===== config.mk =====
export PLATFORM = sky130hd
export DESIGN_NAME = gpr_wb_arbiter
export DESIGN_NICKNAME = d
export VERILOG_FILES = /design/src/rtl/gpr_wb_arbiter.sv
export SDC_FILE = /design/constraint.sdc
export NUM_CORES = 1
export LEC_CHECK = 0
export ABC_AREA = 1
export BUFFER_PORTS_ARGS = -buffer_cell sky130_fd_sc_hd__buf_2
export CAP_MARGIN = 0
export CORE_MARGIN = 1
export CORE_UTILIZATION = 27
export DETAILED_ROUTE_END_ITERATION = 8
export PLACE_DENSITY_LB_ADDON = 0.1
export SETUP_SLACK_MARGIN = 0.5
export SKIP_CTS_REPAIR_TIMING = 1
export SYNTH_ARGS = -nofsm -noshare
export SYNTH_HDL_FRONTEND = slang
export SYNTH_SLANG_ARGS = --single-unit

===== constraint.sdc =====
create_clock -name clk -period 4.36 [get_ports clk]
set_clock_uncertainty 0.1 [all_clocks]
set_input_delay 0.872 -clock clk [delete_from_list [all_inputs] [get_ports clk]]
set_output_delay 0.872 -clock clk [all_outputs]
set_load 0.05 [all_outputs]

===== src/rtl/gpr_wb_arbiter.sv =====
// gpr_wb_arbiter: round-robin arbitration of N_REQ writeback requesters onto the
// single GPR write port, with a registered write stage and a per-register
// pending-write scoreboard used by decode for read-after-write hazard detection.
module gpr_wb_arbiter #(
  parameter int N_REQ  = 3,
  parameter int DATA_W = 32,
  parameter int ADDR_W = 5,
  parameter int CNT_W  = 2
) (
  input  logic                      clk,
  input  logic                      rst,
  input  logic [N_REQ-1:0]          req_valid,
  input  logic [N_REQ*ADDR_W-1:0]   req_addr,
  input  logic [N_REQ*DATA_W-1:0]   req_data,
  output logic [N_REQ-1:0]          req_ready,
  input  logic                      issue_valid,
  input  logic [ADDR_W-1:0]         issue_addr,
  output logic                      issue_ready,
  input  logic [ADDR_W-1:0]         rd_addr_0,
  input  logic [ADDR_W-1:0]         rd_addr_1,
  output logic                      hazard_0,
  output logic                      hazard_1,
  input  logic                      flush,
  output logic                      gpr_we,
  output logic [ADDR_W-1:0]         gpr_wr_addr,
  output logic [DATA_W-1:0]         gpr_wr_data
);

  localparam int N_REGS = 1 << ADDR_W;
  localparam int PTR_W  = (N_REQ > 1) ? $clog2(N_REQ) : 1;
  localparam logic [CNT_W-1:0] CNT_MAX = '1;
  localparam logic [CNT_W-1:0] CNT_ONE = CNT_W'(1);

  // ---------------------------------------------------------------------------
  // Round-robin arbitration
  // ---------------------------------------------------------------------------
  logic [PTR_W-1:0]  rr_ptr_reg;
  logic [N_REQ-1:0]  grant;
  logic              win_found;
  logic [PTR_W-1:0]  win_idx;
  logic [ADDR_W-1:0] win_addr;
  logic [DATA_W-1:0] win_data;
  int                scan_idx;

  // Scan requesters starting at the rr pointer; the first valid one wins.
  always_comb begin
    grant     = '0;
    win_found = 1'b0;
    win_idx   = '0;
    win_addr  = '0;
    win_data  = '0;
    scan_idx  = 0;
    for (int k = 0; k < N_REQ; k++) begin
      scan_idx = (int'(rr_ptr_reg) + k) % N_REQ;
      if (!win_found && req_valid[scan_idx]) begin
        win_found = 1'b1;
        win_idx   = PTR_W'(scan_idx);
        win_addr  = req_addr[scan_idx*ADDR_W +: ADDR_W];
        win_data  = req_data[scan_idx*DATA_W +: DATA_W];
      end
    end
    if (win_found) begin
      grant[win_idx] = 1'b1;
    end
  end

  // The write stage never stalls, so the grant is the accept.
  assign req_ready = grant;

  // ---------------------------------------------------------------------------
  // Registered write stage
  // ---------------------------------------------------------------------------
  logic              gpr_we_reg;
  logic [ADDR_W-1:0] gpr_wr_addr_reg;
  logic [DATA_W-1:0] gpr_wr_data_reg;

  // Capture the winner into the write port and advance the pointer past it.
  always_ff @(posedge clk) begin
    if (rst) begin
      gpr_we_reg      <= 1'b0;
      gpr_wr_addr_reg <= '0;
      gpr_wr_data_reg <= '0;
      rr_ptr_reg      <= '0;
    end else if (win_found) begin
      gpr_we_reg      <= 1'b1;
      gpr_wr_addr_reg <= win_addr;
      gpr_wr_data_reg <= win_data;
      rr_ptr_reg      <= (win_idx == PTR_W'(N_REQ - 1)) ? '0 : win_idx + PTR_W'(1);
    end else begin
      gpr_we_reg      <= 1'b0;
    end
  end

  assign gpr_we      = gpr_we_reg;
  assign gpr_wr_addr = gpr_wr_addr_reg;
  assign gpr_wr_data = gpr_wr_data_reg;

  // ---------------------------------------------------------------------------
  // Pending-write scoreboard
  // ---------------------------------------------------------------------------
  logic [CNT_W-1:0] cnt_vec [N_REGS];
  logic             issue_dec;
  logic             issue_fire;

  // A write retiring to issue_addr this cycle frees a slot even if the counter is full.
  assign issue_dec   = gpr_we_reg && (gpr_wr_addr_reg == issue_addr);
  assign issue_ready = !((cnt_vec[issue_addr] == CNT_MAX) && !issue_dec);
  assign issue_fire  = issue_valid && issue_ready;

  genvar gi;
  generate
    for (gi = 0; gi < N_REGS; gi++) begin : g_cnt
      logic [CNT_W-1:0] cnt_reg;
      logic             inc_hit;
      logic             dec_hit;

      assign inc_hit = issue_fire && (issue_addr == ADDR_W'(gi));
      assign dec_hit = gpr_we_reg && (gpr_wr_addr_reg == ADDR_W'(gi));

      // Count outstanding writes; flush clears, simultaneous inc/dec cancel,
      // and a stray decrement of an empty counter saturates at zero.
      always_ff @(posedge clk) begin
        if (rst || flush) begin
          cnt_reg <= '0;
        end else if (inc_hit && !dec_hit) begin
          cnt_reg <= cnt_reg + CNT_ONE;
        end else if (dec_hit && !inc_hit && (cnt_reg != '0)) begin
          cnt_reg <= cnt_reg - CNT_ONE;
        end
      end

      assign cnt_vec[gi] = cnt_reg;
    end
  endgenerate

  // ---------------------------------------------------------------------------
  // Hazard detection with write-to-read bypass for the last outstanding write
  // ---------------------------------------------------------------------------
  assign hazard_0 = (cnt_vec[rd_addr_0] != '0) &&
                    !(gpr_we_reg && (gpr_wr_addr_reg == rd_addr_0) && (cnt_vec[rd_addr_0] == CNT_ONE));
  assign hazard_1 = (cnt_vec[rd_addr_1] != '0) &&
                    !(gpr_we_reg && (gpr_wr_addr_reg == rd_addr_1) && (cnt_vec[rd_addr_1] == CNT_ONE));

endmodule


Word level (Yosys, flattened, before mapping) --
Cells that the tools add are included.
Operators by class: add/sub/neg operators 67, multipliers 3, divide/modulo/power cells 3, order comparisons 8, equality and inequality tests 69, shift-type cells 6, muxes and demuxes 99, bitwise logic cells 3, reductions and logical operators 311
Operator list (number):
- 96-bit by 32-bit variable part select with 32-bit output | 3
- 1-bit logical AND | 172
- 5-bit == test (second input constant) | 32
- 2-bit 2-to-1 mux | 74
- 2-bit nonzero test | 66
- 32-bit by 4-bit less-than comparator with 1-bit output (second input constant) | 3
- 32-bit by 4-bit multiplier with 32-bit output (second input constant) | 3
- 32-bit 2-to-1 mux | 3
- 15-bit by 32-bit variable part select with 5-bit output | 3
- 5-bit by 4-bit == test with 1-bit output (second input constant) | 16
- 1-bit logical NOT | 70
- 2-bit by 1-bit adder with 2-bit output (second input constant) | 33
- 32-bit by 3-bit modulo with 32-bit output (second input constant) | 2
- 2-bit by 1-bit subtractor with 2-bit output (second input constant) | 32
- 5-bit by 3-bit == test with 1-bit output (second input constant) | 8
- 3-bit by 3-bit modulo with 32-bit output (second input constant) | 1
- 2-bit binary-select mux with 5-bit select | 3
- 5-bit by 2-bit == test with 1-bit output (second input constant) | 4
- 6-bit >= comparator (second input constant) | 3
- 5-bit inverter with 6-bit output | 3
- 5-bit == test | 3
- 5-bit 2-to-1 mux | 3
- 1-bit 2-to-1 mux | 11
- 5-bit by 1-bit == test with 1-bit output (second input constant) | 2
- 11 further kinds | 16
Storage, ports and cells: register bits after elaboration 104, input port bits 133, output and inout port bits 44, logic and storage cells 605

Depth between registers and ports, before layout --
Gate-level depths: netlist (run 1).
depth after elaboration 16, depth in mapped cells 25, depth with buffers taken out 24

Worst setup path after synthesis (run 1) --
No wires, ideal clock.
kind register to output, start point register rr_ptr_reg[1], end point output port req_ready[0], arrival 3.080 ns, data required time 3.388 ns, setup slack 0.308 ns, cell stages (with the launch flop) 10, buffers on the path 3, path through dfxtp_1 -> inv_1 -> ha_1 -> buf_2 -> buf_2 -> buf_1 -> nor2_1 -> nor3_1 -> inv_1 -> nor3_1
Between the ends: longest elaborated chain between the ends 16
RTL lines:
- start, declared | RTL line 37 | logic [PTR_W-1:0] rr_ptr_reg;
- start signal, assigned | RTL line 88 | rr_ptr_reg <= (win_idx == PTR_W'(N_REQ - 1)) ? '0 : win_idx + PTR_W'(1);
- branches (longest 15 deep; another with 32-bit by 3-bit modulo with 32-bit output)
- 3-bit 2-to-1 mux (*) | RTL line 62 | if (win_found) begin
- end, declared | RTL line 15 | output logic [N_REQ-1:0] req_ready,
Every way passes the cells marked *. The select of a mux whose other input is x is not followed.

Worst setup path in the final report (run 1) --
start point input port rd_addr_1[1], end point output port hazard_1
Between the ends: longest elaborated chain between the ends 8
RTL lines:
- start, declared | RTL line 20 | input logic [ADDR_W-1:0] rd_addr_1,
- 5-bit inverter with 6-bit output (not written as such) | RTL line 141, 142
- 2-bit binary-select mux with 5-bit select | RTL line 141, 142
- 2-bit 2-to-1 mux (not written as such) (2 in a row) | RTL line 141, 142
- 2-bit by 1-bit == test with 1-bit output | RTL line 142 | !(gpr_we_reg && (gpr_wr_addr_reg == rd_addr_1) && (cnt_vec[rd_addr_1] == CNT_ONE));
- 1-bit logical AND | RTL line 142
- 1-bit logical NOT | RTL line 142
- 1-bit logical AND (*) | RTL line 141 | assign hazard_1 = (cnt_vec[rd_addr_1] != '0) &&
- end, declared | RTL line 22 | output logic hazard_1,
Every way passes the cells marked *; elsewhere a longest branch is shown, timed or not. The select of a mux whose other input is x is not followed.

==> impl_metrics.ini, run 1 <==
[outcome]
status = finished clean

[routing]
drt-total-wl_microns = 48800
firstDrtPassIters = 5
ant_nets = 0
maxUsedRoutingLayer = met5
wl_per_cell_microns = 18.7
met3_length_microns = 3660
met2_length_microns = 22800
via_per_inst = 5.26
route.vias.total = 13700
drc_errors = 0
wl_met1_microns = 21000
drt-initial-drc-count = 1105

[critical_path]
crit_path_start_kind = input pin
cp.depth = 11
critPathCaptureType = primary output
required_ns = 3.39
path_delay_family = buffers and inverters
rr_worst_depth = 22
crit_path_end = hazard_1
crit_type = input pin to primary output
rr_startpoint = rr_ptr_reg[0]$_SDFFE_PP0P_
slowest_stage = buf_2
path_buf_inv = 4
worstPathArrival_ns = 2.71
rrSetupSlack_ns = 0.79
crit_chain = buf_2 > clkinvlp_4 > buf_4 > a21oi_1 > o21ai_0 > nand3_1 > nand3_1 > nand3_1 > o221ai_1 > nand3_1 > buf_2
path_common_cell = nand3_1
worstSetupStartpoint = rd_addr_1[1]
path_max_fanout = 12
timing.critical_path.slowest_cell_delay_ns = 0.29
reg2reg_to = gpr_wr_addr[3]$_SDFFE_PP0P_

[synthesis]
synthesis.nets = 2117
yosysSeqAreaShare = 0.193
netlist_instances = 1971
async_reset_ff_frac = 0
syn-cell-area_sq_um = 10800
synth_compound_area_frac = 0.329
yosys_warnings = 0
synth_top_area_share = 0.193
muxShareOfSynthArea = 0
ys_top_cells_by_area = dfxtp_1, o21ai_0, nand2_1
yosysUniqueCellTypes = 41
synth_top_family_by_area = compound AO/OA/AOI/OAI gates
synthAdderAreaFrac = 0.0165
synth.avg_cell_area_sq_um = 5.47
synth.largest_area_cell = dfxtp_1
synth_edf_count = 0
synth_simple_gate_area_frac = 0.328
synth-xor-area-share = 0.00569
synth-seq-cells = 104
synthFlopType = dfxtp_1

[place]
dpl_cell_area_sq_um = 12100
dp_hpwl_microns = 34600
numPortBuffers = 176
place_congestion = 0.905
dpl.cell_count = 2588

[floorplanning]
rows = 72
die_y_microns = 202
start_util = 0.276
die_w_microns = 202
die-area_sq_um = 40700
core_area_sq_um = 39000
ios = 177

[sta]
hold_viol = 0
whs_ns = 0.408
tightest_slew_ns = 0.989
slew-limit-headroom = 0.340
fin_crit_sh = 0.844
setup_viol = 0
finalSetupTns_ns = 0
period_needed_ns = 3.68
grt_setup_unrepaired = yes
drv_slew = 0
max_freq_mhz = 272

[global_route]
overflow = 0
grt_max_degree = 78
grt_use_total = 0.236
grt_pass1_wl_microns = 74700
grt_pass1_vias = 12900
antenna_found_initial = 7

[clock_network]
clockBufferDepth = 2
clock_latency_ns = 0.39
cts_tree = done
cts_buffers = 9
cts_max_level = 3
cts.sinks = 104
root_buffer = clkbuf_16
path_clk_slew_ns = 0.08

[cells_and_area]
drive_above_1_share = 0.140
final_area_sq_um = 12600
nNetsFinal = 2232
stdcell_count = 2614
area_growth_pct = 17.0
seq_area_sq_um = 2090
largest_reg_flops = 64
multi_input_area_sq_um = 7400
n_fill_cell = 4508

[hold_path]
min_path_type = flip-flop to flip-flop

[power]
p_total_mw = 7.61
leakage_nw = 5.13
ir_worst_vdd_v = 0.000455
p_per_area_nw_per_um2 = 603

[run]
cap_viol_max_count = 0
==> power breakdown <==
group | internal (mW) | switching [mW]
sequential | 1.11 | 0.158
combinational | 1.53 | 3.84
clock | 0.510 | 0.451
total | 3.15 | 4.45
==> stage by stage <==
| step | utilization | setup slack [ns] |
|---|---|---|
| after floorplan | - | 0.761 |
| after global placement | 0.311 | 0.618 |
| after detailed placement | 0.311 | 0.586 |
| after CTS | 0.320 | 0.293 |
| after global routing | 0.323 | 0.424 |
| final | 0.323 | 0.680 |
==> final cells by class <==
| cell class | count | share of cell area |
|---|---|---|
| diodes | 5 | 0.000992 |
| clock buffers | 9 | 0.0179 |
| clock inverters | 7 | 0.00813 |
| inverters | 232 | 0.0696 |
| multi-input cells | 1518 | 0.587 |
| flip-flops and latches | 104 | 0.165 |
| well taps | 518 | 0.0514 |
| repair buffers | 221 | 0.0994 |
==> per-layer routing <==
metal	up-vias	GRT usage
li1	6842	-
met1	6306	0.296
met2	521	0.396
met3	74	0.0532
met4	4	0.0787
met5	-	0
==> logic make-up (layout without fill, tap and decap cells) <==
kind of cell | count (synthesis) | count (layout)
flip-flops | 104 | 104
buffers and inverters | 349 | 469
AND/OR/NAND/NOR | 847 | 847
AO/OA/AOI/OAI | 651 | 651
XOR/XNOR | 7 | 7
adder cells (fa/ha/maj) | 13 | 13
other | 0 | 5
==> cells in the final DEF (no fill, tap or decap), types with 4 or more instances in the layout <==
master     netlist  final
diode_2          0      5
xor2_1           4      4
nor3_1           5      4
o221ai_1        37     37
nor2_1         274    268
o22ai_1         14     14
nand2_1        408    407
buf_4            3     42
o21ai_0        335    334
clkbuf_16        0      9
inv_2            6      9
buf_2           15    173
nand3_2         23     24
ha_1            11      8
dfxtp_1        104    102
nor2_2           1      5
nand4_1          7      7
a21oi_1        193    193
a31oi_1         29     29
o211ai_1         8      8
o21ai_1         13     13
inv_1          225    220
a41oi_1          8      8
nand3_1        125    124
==> Yosys cell counts, types with 4 or more instances <==
master and instances:
buf_6 6, nand3_2 23, o221ai_1 37, nand2_1 408
nor3_1 5, buf_2 15, clkbuf_1 80, a31oi_1 29
buf_1 13, o21ai_0 335, a21oi_1 193, inv_2 6
ha_1 11, inv_1 225, o22ai_1 14, nand4_1 7
dfxtp_1 104, xor2_1 4, o21ai_1 13, nor2_1 274
nand3_1 125, a41oi_1 8, o211ai_1 8
==> worst min-delay path by stage <==
stage	startpoint	to	slack, ns	cells after the start
floorplan	g_cnt[28].cnt_reg[1]$_SDFFE_PP0P_	g_cnt[28].cnt_reg[1]$_SDFFE_PP0P_	0.36	2
global placement	gpr_wr_data[7]$_SDFFE_PP0P_	gpr_wr_data[7]$_SDFFE_PP0P_	0.39	2
detailed placement	gpr_wr_data[7]$_SDFFE_PP0P_	gpr_wr_data[7]$_SDFFE_PP0P_	0.39	2
CTS	gpr_wr_data[7]$_SDFFE_PP0P_	gpr_wr_data[7]$_SDFFE_PP0P_	0.41	2
global route	gpr_wr_data[7]$_SDFFE_PP0P_	gpr_wr_data[7]$_SDFFE_PP0P_	0.45	2
finish	g_cnt[28].cnt_reg[1]$_SDFFE_PP0P_	g_cnt[28].cnt_reg[1]$_SDFFE_PP0P_	0.41	2
==> worst reg2reg max path: stages, from the launching register on <==
cell and delay [ns]:
dfxtp_2 0.40, inv_2 0.10, ha_1 0.20, inv_1 0.05, ha_1 0.21, o21ai_0 0.27
ha_1 0.18, inv_1 0.05, fa_1 0.46, xor2_1 0.16, nand2_1 0.07, nand2_2 0.12
buf_4 0.19, nand2_1 0.07, nor2_1 0.04, o21ai_0 0.21, o211ai_1 0.12, nand2_1 0.07
nand2_1 0.07, nand2_1 0.07, nand2_1 0.05, nand2_1 0.08, o31ai_1 0.06
Power figures use the tool's default switching activity.
==> run 2, diff against run 1 <==
Clock period 4.36 ns to 3.2 ns, I/O delays scaled along.
==> run 2 against run 1 <==
The flow now finishes with violations (setup timing). Combinational power up 57%. Die area stayed put. Flip-flop and latch count did not move. Sequential share of layout area fell by 1.5 points. Non-clock buffer count grew 62. Clock power increased by 16%. Total power grew 48%.
==> impl_metrics.ini, run 2 (synthesis gave the netlist of run 1 again) <==
[outcome]
status = finished, violations left
violations = setup timing

[clock_network]
clock_latency_ns = 0.39
root_buffer = clkbuf_16
path_clk_slew_ns = 0.08
cts_buffers = 9
cts_tree = done
cts_max_level = 3
clockBufferDepth = 2
cts.sinks = 104

[floorplanning]
core_area_sq_um = 39000
die-area_sq_um = 40700
ios = 177
rows = 72
start_util = 0.276
die_y_microns = 202
die_w_microns = 202

[cells_and_area]
final_cell_mix = nand2_1, o21ai_0, nor2_1, inv_1, a21oi_1
layout_commonest_cell = nand2_1
drive_above_1_share = 0.200
area_growth_pct = 29.2
n_fill_cell = 4330
nNetsFinal = 2294
largest_reg_flops = 64

[global_route]
overflow = 0
groute.layer.met2.usage = 0.393
gr-max-usage-layer = met2
grtUsageMet3 = 0.0580
grtUsageMet1 = 0.305
grt_use_total = 0.239
grt_pass1_vias = 13400
grt_pass1_wl_microns = 76100
grt_max_degree = 77
antenna_found_initial = 3

[run]
cap_viol_max_count = 0

[routing]
wl_per_cell_microns = 19.4
drt-total-wl_microns = 51800
ant_nets = 0
drt-initial-drc-count = 1177
via_per_inst = 5.33
firstDrtPassIters = 7
drc_errors = 0
route.vias.total = 14200

[sta]
slew-limit-headroom = 0.454
drv_slew = 0
max_freq_mhz = 307
hold_viol = 0
period_needed_ns = 3.26
setup_ws_ns = -0.0597
grt_setup_unrepaired = yes
setup_viol = 1
tightest_slew_ns = 0.819
whs_ns = 0.397
fin_crit_sh = 1.02
finalSetupTns_ns = -0.0597

[critical_path]
rrSetupSlack_ns = 0.06
critPathCaptureType = primary output
required_ns = 2.46
crit_type = flip-flop to primary output
path_max_fanout = 7
worstPathArrival_ns = 2.52
rr_worst_depth = 22
crit_path_start_kind = flip-flop

[power]
leakage_nw = 5.68
p_per_area_nw_per_um2 = 806
ir_worst_vdd_v = 0.000565
p_total_mw = 11.2

[place]
place_congestion = 0.977
numPortBuffers = 176
dp_hpwl_microns = 35500

[hold_path]
min_path_type = flip-flop to flip-flop
whs_path_depth = 2
## run 2: report_power, final
| part | internal (mW) | switching (mW) | total [mW] |
|---|---|---|---|
| clock network | 0.520 | 0.595 | 1.11 |
| registers | 1.52 | 0.169 | 1.69 |
| logic | 2.79 | 5.64 | 8.43 |
## run 2: stage by stage
step	instance area, sq um	std cells	utilization	worst slack, ns
floorplan	10900	1971	-	0.349
global placement	12600	2622	0.324	0.116
detailed placement	12600	2622	0.324	0.0835
CTS	12900	2638	0.330	-0.240
global route	13900	2671	0.357	-0.191
finish	13900	2673	0.357	-0.0597
## run 2: area by class of cell
| class | instances | area (sq um) | area share |
|---|---|---|---|
| Timing Repair Buffer | 283 | 2270 | 0.163 |
| Clock buffer | 9 | 225 | 0.0162 |
| Sequential cell | 104 | 2100 | 0.151 |
| Inverter | 232 | 920 | 0.0660 |
| Clock inverter | 7 | 38.8 | 0.00278 |
| Antenna cell | 2 | 5.00 | 0.000359 |
| Tap cell | 518 | 648 | 0.0465 |
| Multi-Input combinational cell | 1518 | 7730 | 0.554 |
## run 2: final timing paths
path	startpoint	end
max	rr_ptr_reg[1]$_SDFFE_PP0P_	req_ready[0]
min	gpr_wr_data[15]$_SDFFE_PP0P_	gpr_wr_data[15]$_SDFFE_PP0P_
max reg2reg	rr_ptr_reg[1]$_SDFFE_PP0P_	gpr_wr_addr[3]$_SDFFE_PP0P_
min reg2reg	gpr_wr_data[15]$_SDFFE_PP0P_	gpr_wr_data[15]$_SDFFE_PP0P_
## run 2: worst max-delay path: stages (launching register included)
cell and delay, ns:
dfxtp_4 0.44, inv_6 0.06, ha_4 0.31, buf_8 0.12, nand2_1 0.06, o211ai_1 0.12, nand2_1 0.11, nand2_1 0.09
nor2_2 0.06, inv_2 0.08, nor2_2 0.04, nor3_2 0.19, inv_2 0.07, nor3_4 0.19, buf_6 0.18
## run 2: routing by layer
metal,wire length (microns),up-vias,share of wire
met5,23,-,0.00044
met3,4370,98,0.084
met4,1510,4,0.029
met1,22500,6560,0.44
met2,23300,619,0.45
li1,-,6959,-
==> run 3, diff against run 2 <==
Settings changed: CORE_MARGIN 1 to 4.
==> run 3 against run 2 <==
The run still ends with setup timing left. Sequential share of layout area grew 0.24 points. Critical endpoint unchanged. Maximum frequency grew 1.8%. Hold slack gained 0.0073 ns. Count of clock-buffer cells in the layout grew 2. First-iteration DRC count shrank 1.1%. Worst setup slack gained 0.058 ns. Critical path type unchanged. Via count grew 0.12%. Global-route usage shrank 2.5 points. Final area shrank 1.3%. Non-clock buffer count shrank 13.
==> impl_metrics.ini, run 3 (synthesis gave the netlist of run 1 again) <==
[routing]
drc_errors = 0
via_per_inst = 5.35
wl_per_cell_microns = 19.0
drt-total-wl_microns = 50600
firstDrtPassIters = 5
drt-initial-drc-count = 1164
route.vias.total = 14300
ant_nets = 0

[critical_path]
path_buf_inv = 5
critPathCaptureType = primary output
cp.depth = 13
path_max_fanout = 7
path_delay_family = simple AND/OR/NAND/NOR gates
crit_path_start_kind = flip-flop
slowest_stage = dfxtp_4
crit_type = flip-flop to primary output
crit_chain = inv_6 > ha_4 > buf_12 > o211ai_1 > nand2_1 > nand2_2 > nor2_4 > inv_2 > nor2_2 > nor2_2 > inv_2 > nor3_4 > buf_6
timing.critical_path.slowest_cell_delay_ns = 0.41
required_ns = 2.46
rr_worst_depth = 22
worstPathArrival_ns = 2.46

[cells_and_area]
nNetsFinal = 2282
largest_reg_flops = 64
drive_above_1_share = 0.194
final_cell_mix = nand2_1, o21ai_0, nor2_1, inv_1, a21oi_1
layout_commonest_cell = nand2_1
final_area_sq_um = 13700
area_growth_pct = 27.5

[floorplanning]
start_util = 0.276
die-area_sq_um = 43200
core_area_sq_um = 39100
ios = 177
die_y_microns = 208
die_w_microns = 208
rows = 72

[place]
dpl_cell_area_sq_um = 12600
place_congestion = 0.901
numPortBuffers = 176
dp_hpwl_microns = 35000
preCtsSetupSlack_ns = 0.121

[power]
ir_worst_vdd_v = 0.000488
p_per_area_nw_per_um2 = 822
leakage_nw = 5.60
p_total_mw = 11.3

[sta]
grt_setup_unrepaired = yes
setup_ws_ns = -0.00139
setup_viol = 1
drv_slew = 0
fin_crit_sh = 1.00
hold_viol = 0
tightest_slew_ns = 0.802
whs_ns = 0.404
max_freq_mhz = 312
period_needed_ns = 3.20
slew-limit-headroom = 0.465

[global_route]
grt_pass1_vias = 13300
grtUsageMet3 = 0.0550
overflow = 0
grt_use_total = 0.214
grtUsageMet1 = 0.271
grt_pass1_wl_microns = 74700
antenna_found_initial = 8
grt_max_degree = 77
groute.layer.met2.usage = 0.355
gr-max-usage-layer = met2

[hold_path]
whs_path_depth = 2
min_path_type = flip-flop to flip-flop

[clock_network]
cts_buffers = 9
path_clk_slew_ns = 0.09
clockBufferDepth = 2
cts_tree = done
root_buffer = clkbuf_16
clock_latency_ns = 0.40
cts.sinks = 104
cts_max_level = 3

[outcome]
status = finished, violations left
violations = setup timing

[run]
cap_viol_max_count = 0
[run 3: changes by cell type in the layout (fill, tap and decap cells not counted), moves of 5 or more]
cell	delta
nand3_2	+5
buf_4	-6
ha_1	+5
nor2_1	+5
ha_4	-6
nand3_1	-5
[run 3: path summary, 6_finish.rpt]
path	slack [ns]	from	endpoint
setup / recovery	-0.001	rr_ptr_reg[1]$_SDFFE_PP0P_	req_ready[0]
setup reg to reg	0.12	rr_ptr_reg[0]$_SDFFE_PP0P_	gpr_wr_addr[4]$_SDFFE_PP0P_
hold reg to reg	0.40	gpr_wr_data[7]$_SDFFE_PP0P_	gpr_wr_data[7]$_SDFFE_PP0P_
hold / removal	0.40	gpr_wr_data[7]$_SDFFE_PP0P_	gpr_wr_data[7]$_SDFFE_PP0P_
[run 3: cell type report]
class                      instances  area (sq um)
inverter                         232           911
fill                            4428         25400
timing repair buffer             270          2100
sequential                       104          2100
timing repair inverter             1          7.51
clock buffer                      11           254
tap                              518           648
multi-input combinational       1518          7650
clock inverter                     5          60.1
antenna                            4          10.0
[run 3: where the power goes]
group          total, mW  switching, mW  internal (mW)
sequential          1.71          0.187           1.52
combinational       8.31           5.56           2.75
clock               1.28          0.621          0.660
total               11.3           6.37           4.93
[run 3: worst register-to-register path, cell delays in order, from the launching register on]
cell and delay (ns):
dfxtp_4 0.40, inv_4 0.06, ha_2 0.22, nor2_2 0.23, o21ai_2 0.10, ha_1 0.27
inv_1 0.04, fa_2 0.36, xnor2_1 0.14, nand2_1 0.10, nand2_4 0.12, inv_4 0.06
nor2_2 0.10, nand2_1 0.06, o21ai_1 0.11, nand2_1 0.09, o211ai_1 0.09, nand2_1 0.07
nand2_1 0.06, nand2_1 0.05, nand3b_1 0.08, nand2_1 0.05, inv_1 0.05
[run 3: layer usage]
layer | vias up | wire length [microns]
li1 | 6945 | -
met1 | 6607 | 21400
met2 | 587 | 23500
met3 | 108 | 4090
met4 | 10 | 1500
met5 | - | 57
[run 3: stage by stage]
stage,util,std cells,setup TNS (ns)
finish,0.352,2663,-0.00139
global route,0.352,2662,-0.489
CTS,0.329,2630,-0.422
detailed placement,0.321,2614,0
global placement,0.321,2614,0
floorplan,-,1971,0
